### config.mk
export PLATFORM = sky130hd
export DESIGN_NAME = mdu_arbiter
export DESIGN_NICKNAME = d
export VERILOG_FILES = /design/src/rtl/mdu_arbiter_pkg.sv /design/src/rtl/mdu_arbiter_rr.sv /design/src/rtl/mdu_arbiter.sv
export SDC_FILE = /design/constraint.sdc
export NUM_CORES = 1
export LEC_CHECK = 0
export CAP_MARGIN = 0
export CORE_ASPECT_RATIO = 0.8
export CORE_MARGIN = 10
export CORE_UTILIZATION = 39
export DETAILED_ROUTE_END_ITERATION = 8
export PLACE_DENSITY = 0.81
export SLEW_MARGIN = 30
export SYNTH_ARGS = -nofsm -noshare
export SYNTH_HDL_FRONTEND = slang
export SYNTH_SLANG_ARGS = --single-unit
### constraint.sdc
create_clock -name s_clk_i -period 6.75 [get_ports s_clk_i]
set_clock_uncertainty 0.15 [all_clocks]
set_input_delay 0.675 -clock s_clk_i [delete_from_list [all_inputs] [get_ports s_clk_i]]
set_output_delay 0.675 -clock s_clk_i [all_outputs]
set_load 0.05 [all_outputs]
### src/rtl/mdu_arbiter_pkg.sv
// Shared hardisc types for the MDU arbiter: the function field type,
// the default watchdog limit and the arbiter state encoding.
package p_hardisc;

    typedef logic [2:0] f_part;

    localparam int C_MDU_TIMEOUT = 40;

    typedef enum logic [1:0] {
        MDU_IDLE,
        MDU_BUSY,
        MDU_HOLD
    } mdu_state_t;

endpackage

### src/rtl/mdu_arbiter_rr.sv
// rr_pick2: combinational two-way round-robin picker.
// Ports: s_req_i[1:0] requests, s_prio_i preferred index, s_grant_o one-hot.
module rr_pick2 (
    input  logic [1:0] s_req_i,
    input  logic       s_prio_i,
    output logic [1:0] s_grant_o
);

    always_comb begin
        s_grant_o = 2'b00;
        unique case (s_req_i)
            2'b01:   s_grant_o = 2'b01;
            2'b10:   s_grant_o = 2'b10;
            2'b11:   s_grant_o = s_prio_i ? 2'b10 : 2'b01;
            default: s_grant_o = 2'b00;
        endcase
    end

endmodule

### src/rtl/mdu_arbiter.sv
// mdu_arbiter: shares one multi-cycle muldiv unit between two pipelines.
// Ports: per-requester req/function/operands/flush/ack in, grant/done out;
// err/result for the owner; registered compute/stall/flush/operands to muldiv.
import p_hardisc::*;

module mdu_arbiter #(
    parameter int P_TIMEOUT = C_MDU_TIMEOUT
) (
    input  logic        s_clk_i,
    input  logic        s_reset_i,
    input  logic [1:0]  s_req_i,
    input  f_part       s_function_i [2],
    input  logic [31:0] s_op1_i [2],
    input  logic [31:0] s_op2_i [2],
    input  logic [1:0]  s_flush_i,
    input  logic [1:0]  s_ack_i,
    output logic [1:0]  s_grant_o,
    output logic [1:0]  s_done_o,
    output logic        s_err_o,
    output logic [31:0] s_result_o,
    output logic        s_mdu_compute_o,
    output logic        s_mdu_stall_o,
    output logic        s_mdu_flush_o,
    output f_part       s_mdu_function_o,
    output logic [31:0] s_mdu_op1_o,
    output logic [31:0] s_mdu_op2_o,
    input  logic        s_mdu_finished_i,
    input  logic [31:0] s_mdu_result_i
);

    localparam int CW = $clog2(P_TIMEOUT + 1);

    mdu_state_t  state_q, state_d;
    logic        owner_q;
    logic        prio_q;
    f_part       fn_q;
    logic [31:0] op1_q;
    logic [31:0] op2_q;
    logic [31:0] res_q;
    logic        err_q;
    logic [CW-1:0] cnt_q;

    logic [1:0] elig;
    logic [1:0] pick;
    logic       own_flush;
    logic       own_ack;
    logic       timeout;

    assign elig      = s_req_i & ~s_flush_i;
    assign own_flush = s_flush_i[owner_q];
    assign own_ack   = s_ack_i[owner_q];
    assign timeout   = (cnt_q == CW'(P_TIMEOUT - 1));

    rr_pick2 u_pick (
        .s_req_i   (elig),
        .s_prio_i  (prio_q),
        .s_grant_o (pick)
    );

    always_comb begin
        state_d          = state_q;
        s_grant_o        = 2'b00;
        s_done_o         = 2'b00;
        s_err_o          = 1'b0;
        s_result_o       = 32'd0;
        s_mdu_compute_o  = 1'b0;
        s_mdu_flush_o    = 1'b0;
        s_mdu_function_o = '0;
        s_mdu_op1_o      = 32'd0;
        s_mdu_op2_o      = 32'd0;
        s_mdu_stall_o    = (state_q != MDU_BUSY);
        unique case (state_q)
            MDU_IDLE: begin
                s_grant_o = pick;
                if (|pick) state_d = MDU_BUSY;
            end
            MDU_BUSY: begin
                s_mdu_compute_o  = 1'b1;
                s_mdu_function_o = fn_q;
                s_mdu_op1_o      = op1_q;
                s_mdu_op2_o      = op2_q;
                if (own_flush) begin
                    s_mdu_flush_o = 1'b1;
                    state_d       = MDU_IDLE;
                end else if (s_mdu_finished_i) begin
                    state_d = MDU_HOLD;
                end else if (timeout) begin
                    s_mdu_flush_o = 1'b1;
                    state_d       = MDU_HOLD;
                end
            end
            MDU_HOLD: begin
                s_done_o[owner_q] = 1'b1;
                s_result_o        = res_q;
                s_err_o           = err_q;
                if (own_flush || own_ack) state_d = MDU_IDLE;
            end
            default: state_d = MDU_IDLE;
        endcase
        // Reset silences every output, including the idle stall level.
        if (s_reset_i) begin
            s_grant_o        = 2'b00;
            s_done_o         = 2'b00;
            s_err_o          = 1'b0;
            s_result_o       = 32'd0;
            s_mdu_compute_o  = 1'b0;
            s_mdu_stall_o    = 1'b0;
            s_mdu_flush_o    = 1'b0;
            s_mdu_function_o = '0;
            s_mdu_op1_o      = 32'd0;
            s_mdu_op2_o      = 32'd0;
        end
    end

    always_ff @(posedge s_clk_i or posedge s_reset_i) begin
        if (s_reset_i) begin
            state_q <= MDU_IDLE;
            owner_q <= 1'b0;
            prio_q  <= 1'b0;
            fn_q    <= '0;
            op1_q   <= 32'd0;
            op2_q   <= 32'd0;
            res_q   <= 32'd0;
            err_q   <= 1'b0;
            cnt_q   <= '0;
        end else begin
            state_q <= state_d;
            unique case (state_q)
                MDU_IDLE: begin
                    if (|pick) begin
                        owner_q <= pick[1];
                        prio_q  <= ~pick[1];
                        fn_q    <= s_function_i[pick[1]];
                        op1_q   <= s_op1_i[pick[1]];
                        op2_q   <= s_op2_i[pick[1]];
                        cnt_q   <= '0;
                    end
                end
                MDU_BUSY: begin
                    cnt_q <= cnt_q + CW'(1);
                    if (!own_flush) begin
                        if (s_mdu_finished_i) begin
                            res_q <= s_mdu_result_i;
                            err_q <= 1'b0;
                        end else if (timeout) begin
                            res_q <= 32'd0;
                            err_q <= 1'b1;
                        end
                    end
                end
                default: ;
            endcase
        end
    end

endmodule

==> flow_metrics.env, run 1 <==
export IMPL_critical_path_top_delay_family="buffers and inverters"
export IMPL_cp_cell_sequence="clkdlybuf4s50_1 -> nor3b_2 -> buf_4 -> and2_1 -> clkdlybuf4s50_1"
export IMPL_crit_arrival_ns=3.29
export IMPL_dieArea_um2=18260
export IMPL_die_h_um=122.9
export IMPL_grt_pass1_wl_mm=28.92
export IMPL_pwr_density_cell_nw_per_um2=316.5
export IMPL_synth_cell_types=34
export IMPL_rrSetupSlack_ns=4.15
export IMPL_drt_wl_total_mm=19.39
export IMPL_p_sw_w=0.0009825
export IMPL_synth_top_area_share_pct=53.36
export IMPL_yosys_warnings=0
export IMPL_final_cells=913
export IMPL_reg2regPathDepth=4
export IMPL_intPower_w=0.001664
export IMPL_syn_instance_count=483
export IMPL_cpMostUsedCell="clkdlybuf4s50_1"
export IMPL_critPathKind="in2out"
export IMPL_syn_to_final_growth_pct=62.11
export IMPL_worst_pin_slew_ns=0.8235
export IMPL_ys_seq_area_share_pct=53.36
export IMPL_cts_sinks=110
export IMPL_cp_slowest_cell="clkdlybuf4s50_1"
export IMPL_die_x_um=148.6
export IMPL_period_needed_ns=4.119
export IMPL_clkTransAtPathRegs_ns=0.07
export IMPL_clk_latency_ns=0.35
export IMPL_final_antenna_net_count=0
export IMPL_post_cts_setup_buffers=0
export IMPL_dp_hpwl_mm=14.28
export IMPL_critPathLaunch="s_reset_i"
export IMPL_cp_num_buf_inv=3
export IMPL_synth_area_top_cells="dfrtp_1 53%, a222oi_1 13%, and3_1 8.2%"
export IMPL_fillers=983
export IMPL_async_flop_share_pct=100.0
export IMPL_ir_drop_mv=0.1429
export IMPL_switching_share_pct=37.12
export IMPL_crit_fanout=22
export IMPL_cp_start_kind="input port"
export IMPL_grt_overflow=0
export IMPL_finish_instance_area_um2=8363
export IMPL_min_to="res_q[23]"
export IMPL_design_final_nets=909
export IMPL_power_frac_comb_pct=38.6
export IMPL_yosysMostFrequentCell="dfrtp_1"
export IMPL_route_detailed_drc=0
export IMPL_syn_avg_cell_area_um2=10.68
export IMPL_layout_setup_ws_ns=2.631
export IMPL_synth_area_um2=5159
export IMPL_synth_ff_type="dfrtp_1"
export IMPL_grt_max_degree=152
export IMPL_timing_rr_start="state_q[1]"
export IMPL_clockPowerShare_pct=19.6
export IMPL_fin_crit_sh_pct=61.02
export IMPL_hp_class="reg2reg"
export IMPL_relSlewSlack_pct=45.10
export IMPL_cts_resized_gates=0
export IMPL_cts_tree="yes"
export IMPL_cts_buffers=9
export IMPL_finalHoldViolCount=0
export IMPL_seqPwrFrac_pct=41.8
export IMPL_ios=282
export IMPL_layout_drive_gt1_share_pct=4.336
export IMPL_cts_root_buf="clkbuf_16"
export IMPL_yosys_area_top_type="dfrtp_1"
export IMPL_post_drt_wl_per_cell_um=21.24
export IMPL_crit_required_ns=5.92
export IMPL_power_w=0.002647
export IMPL_rsz0062_at_grt="no"
export IMPL_synth_edff_count=0
export IMPL_tns_ns=0
export IMPL_drt_iter0_markers=481
export IMPL_slowest_delay_ns=0.81
export IMPL_finalSetupViolCount=0
export IMPL_fmax_ghz=0.2428
export IMPL_finalWeightedCongestion=0.7933
export IMPL_core_area_um2=12920
export IMPL_drv_slew=0
export IMPL_p_leak_nw=3.980
export IMPL_track_usage_pct=20.08
export IMPL_synth_nets=659
export IMPL_num_rows=37
export IMPL_min_path_cells=1
export IMPL_viasPerCell=5.512
export IMPL_holdBufCountCts=0
export IMPL_grt_antenna_before_repair=0
export IMPL_netlist_top_cells_count="110 x dfrtp_1, 70 x inv_1, 68 x and3_1"
export IMPL_dp_cells=896
export IMPL_synth_seq_cells=110
export IMPL_post_dp_cell_area_um2=8045
export IMPL_htreeDepth=3
export IMPL_status="finished, final reports clean"
export IMPL_cts_buffer_depth=2
export IMPL_grt_pass1_vias=5115
export IMPL_port_buffer_count=281
export IMPL_pre_cts_ws_ns=2.597
export IMPL_end_kind="primary output"
export IMPL_vias=5032
export IMPL_drt_pass1_iterations=7
export IMPL_diodes=0
export IMPL_min_from="res_q[23]"
export IMPL_worstReg2RegEnd="res_q[14]"
export IMPL_initial_core_util_pct=39.94
export IMPL_cap_violations=0
## cells by family (layout without fill, tap and decap cells)
| family | Yosys count | in the layout | share of synthesized area [%] |
|---|---|---|---|
| buf+inv | 118 | 373 | 9.192 |
| compound gates | 118 | 118 | 21.03 |
| simple gates | 134 | 134 | 15.77 |
| mux | 2 | 2 | 0.4123 |
| flops | 110 | 110 | 53.36 |
| fa+ha+maj | 1 | 1 | 0.2425 |
## stage by stage
step                utilization (%)  hold WS [ns]
floorplan                         -        0.3044
global placement              62.20        0.3256
detailed placement            62.29        0.3266
CTS                           64.54        0.3478
global route                  64.75        0.3649
finish                        64.75        0.3438
## power by group through the flow
| stage | logic (W) | registers [W] | clock network [W] |
|---|---|---|---|
| 6_report | 0.00102 | 0.00111 | 0.000519 |
| 3_3_place_gp | 0.000991 | 0.00110 | 0 |
| 4_1_cts | 0.00102 | 0.00110 | 0.000534 |
| 2_1_floorplan | 0.000701 | 0.00105 | 0 |
| 5_1_grt | 0.00110 | 0.00114 | 0.000562 |
| 3_5_place_dp | 0.00102 | 0.00111 | 0 |
## how the worst max path moves through the flow
stage          cells after the start  slack (ns)         endpoint
3_3_place_gp                       4        2.67  s_mdu_op2_o[25]
3_5_place_dp                       5        2.60   s_result_o[15]
4_1_cts                            5        2.60   s_result_o[15]
6_report                           5        2.63   s_result_o[15]
5_1_grt                            5        2.49   s_result_o[15]
2_1_floorplan                      3        0.94  s_mdu_op1_o[10]
## metal layers
| metal | global-route usage [%] | share of wire, % | routed length [um] | up-vias |
|---|---|---|---|---|
| met3 | 8.459 | 9.9 | 1910 | 32 |
| met1 | 23.53 | 40 | 7712 | 2428 |
| met2 | 32.55 | 48 | 9298 | 278 |
| met5 | 0 | 0 | 0 | - |
| met4 | 7.169 | 2.4 | 468 | 0 |
| li1 | - | - | - | 2294 |
## worst reg2reg max path: stages, from the launching register on
cell     delay, ns
dfrtp_1       0.45
and2b_4       0.77
nand2_1       0.24
nor2_4        0.63
a22o_1        0.29
## cell usage in the layout, fill, tap and decap left out, types with 2 or more instances in the layout
cell | netlist | layout
dfrtp_1 | 110 | 110
nand4_1 | 2 | 2
inv_6 | 0 | 2
nand3_1 | 4 | 4
clkinv_4 | 0 | 2
and3_1 | 68 | 68
a22o_1 | 32 | 32
buf_4 | 3 | 5
clkbuf_16 | 0 | 9
nand2b_1 | 2 | 2
and2_1 | 36 | 36
inv_8 | 0 | 3
nor2b_1 | 2 | 2
a222oi_1 | 67 | 67
clkdlybuf4s50_1 | 0 | 281
nand2_1 | 5 | 4
o21ai_0 | 5 | 5
nor2_1 | 8 | 8
a21oi_1 | 7 | 7
inv_1 | 70 | 69
## flip-flops by register name (all words and copies together) (netlist names)
signal and flops:
cnt_q 6, res_q 32, state_q 2, owner_q 1, fn_q 3, op2_q 32, op1_q 32, prio_q 1
err_q 1
## cell type report
cell class / instances / area, um2 / area share [%]
clock inverters: 7 / 65.06 / 0.7780
repair buffers: 287 / 2878 / 34.41
flip-flops and latches: 110 / 2753 / 32.91
multi-input cells: 255 / 1953 / 23.35
clock buffers: 9 / 225.2 / 2.693
well taps: 175 / 219.0 / 2.618
inverters: 70 / 270.3 / 3.232
Power figures use the tool's default switching activity.
==> run 2: changes to the inputs <==
clock period = 4 ns   (was 6.75 ns; I/O delays follow)
==> run 2 against run 1 <==
Effect of this change:
- flip-flop and latch count stayed put
- combinational power rose by 71%
- global-route usage is 0.56 points higher
- via count is 1.6% higher
- largest cell class unchanged
==> flow_metrics.env, run 2 (synthesis results as in run 1) <==
export IMPL_cts_resized_gates=0
export IMPL_htreeDepth=3
export IMPL_grt_pass1_wl_mm=30.26
export IMPL_ir_drop_mv=0.2780
export IMPL_drt_iter0_markers=623
export IMPL_tns_ns=0
export IMPL_cp_num_buf_inv=2
export IMPL_syn_to_final_growth_pct=61.00
export IMPL_end_kind="primary output"
export IMPL_diodes=0
export IMPL_hp_class="reg2reg"
export IMPL_crit_fanout=42
export IMPL_critPathKind="reg2out"
export IMPL_cp_start_kind="flip-flop"
export IMPL_drt_wl_total_mm=19.52
export IMPL_die_h_um=122.9
export IMPL_clk_latency_ns=0.34
export IMPL_grt_overflow=0
export IMPL_design_final_nets=916
export IMPL_timing_rr_start="state_q[1]"
export IMPL_min_from="res_q[5]"
export IMPL_route_detailed_drc=0
export IMPL_crit_arrival_ns=2.95
export IMPL_cts_sinks=110
export IMPL_finalSetupViolCount=0
export IMPL_critical_path_top_delay_family="buffers and inverters"
export IMPL_post_cts_setup_buffers=0
export IMPL_mostFrequentLayoutCell="clkdlybuf4s50_1"
export IMPL_slowest_delay_ns=0.82
export IMPL_cts_tree="yes"
export IMPL_port_buffer_count=281
export IMPL_cap_violations=0
export IMPL_critPathLaunch="state_q[1]"
export IMPL_grt_max_degree=76
export IMPL_grt_antenna_before_repair=0
export IMPL_track_usage_pct=20.63
export IMPL_drv_slew=0
export IMPL_cts_buffer_depth=2
export IMPL_fillers=1001
export IMPL_grt_pass1_vias=5335
export IMPL_cp_cell_sequence="and2b_2 -> buf_4 -> and3_1 -> clkdlybuf4s50_1"
export IMPL_crit_required_ns=3.45
export IMPL_finalHoldViolCount=0
export IMPL_fmax_ghz=0.2855
export IMPL_fin_crit_sh_pct=87.55
export IMPL_cts_root_buf="clkbuf_16"
export IMPL_dp_hpwl_mm=14.40
export IMPL_rsz0062_at_grt="no"
export IMPL_power_w=0.004447
export IMPL_clkTransAtPathRegs_ns=0.07
export IMPL_layout_drive_gt1_share_pct=9.933
export IMPL_vias=5111
export IMPL_cp_slowest_cell="clkdlybuf4s50_1"
export IMPL_p_leak_nw=4.075
export IMPL_ios=282
export IMPL_final_antenna_net_count=0
export IMPL_core_area_um2=12920
export IMPL_relSlewSlack_pct=45.26
export IMPL_worst_pin_slew_ns=0.8211
export IMPL_die_x_um=148.6
export IMPL_viasPerCell=5.555
export IMPL_pwr_density_cell_nw_per_um2=535.5
export IMPL_initial_core_util_pct=39.94
export IMPL_period_needed_ns=3.502
export IMPL_reg_top3="op1_q x32, op2_q x32, res_q x32"
export IMPL_post_drt_wl_per_cell_um=21.22
export IMPL_num_rows=37
export IMPL_finalWeightedCongestion=0.8053
export IMPL_cts_buffers=9
export IMPL_drt_pass1_iterations=9
export IMPL_status="finished, final reports clean"
export IMPL_dieArea_um2=18260
export IMPL_mostFrequentLayoutCells="245 x clkdlybuf4s50_1, 110 x dfrtp_1, 69 x inv_1, 68 x and3_1, 67 x a222oi_1"
export IMPL_holdBufCountCts=0
-- run 2: layout make-up --
cell class	count	area, um2	share of cell area [%]
clock buffer	10	229.0	2.757
tap	175	219.0	2.636
inverter	70	267.8	3.224
clock inverter	6	57.56	0.6930
multi-input combinational	255	1947	23.44
timing repair buffer	294	2833	34.11
sequential	110	2753	33.14
-- run 2: through the flow --
step / instance area [um2] / util, % / worst slack [ns] / std cells / hold slack, ns
floorplan: 5160 / - / 0.6389 / 483 / 0.3044
global placement: 8016 / 62.07 / 0.8362 / 904 / 0.3244
detailed placement: 8019 / 62.08 / 0.7936 / 904 / 0.3236
CTS: 8305 / 64.30 / 0.4759 / 920 / 0.3482
global route: 8305 / 64.30 / 0.3561 / 920 / 0.3739
finish: 8305 / 64.30 / 0.4979 / 920 / 0.3440
-- run 2: path summary, 6_finish.rpt --
kind / cells after the start / slack (ns) / end
setup / recovery: 4 / 0.50 / s_mdu_op2_o[13]
hold / removal: 1 / 0.34 / res_q[5]
setup reg to reg: 6 / 1.59 / res_q[6]
hold reg to reg: 1 / 0.34 / res_q[5]
max in group asynchronous: 4 / 2.28 / res_q[8]
min in group asynchronous: 2 / 0.42 / op2_q[4]
-- run 2: routing by layer --
| metal | GRT usage [%] | wire length, um | vias to the layer above |
|---|---|---|---|
| met5 | 0 | 0 | - |
| met4 | 5.006 | 237 | 0 |
| met3 | 8.018 | 2230 | 15 |
| met2 | 33.14 | 9471 | 265 |
| met1 | 25.71 | 7582 | 2527 |
| li1 | - | - | 2304 |
-- run 2: worst register-to-register path, delay by kind of cell (launching register included) --
kind	cells	cell delay, ns
and+or+nand+nor	3	0.91
DFF	1	0.45
buffers and inverters	2	0.61
AOI/OAI and AO/OA	1	0.23
-- run 2: where the power goes --
| group | switching [W] | internal, W | leakage [nW] | total (W) |
|---|---|---|---|---|
| clock | 0.000433 | 0.000435 | 0.132 | 0.000868 |
| sequential | 0.000261 | 0.00158 | 1.37 | 0.00184 |
| combinational | 0.000953 | 0.000783 | 2.57 | 0.00174 |
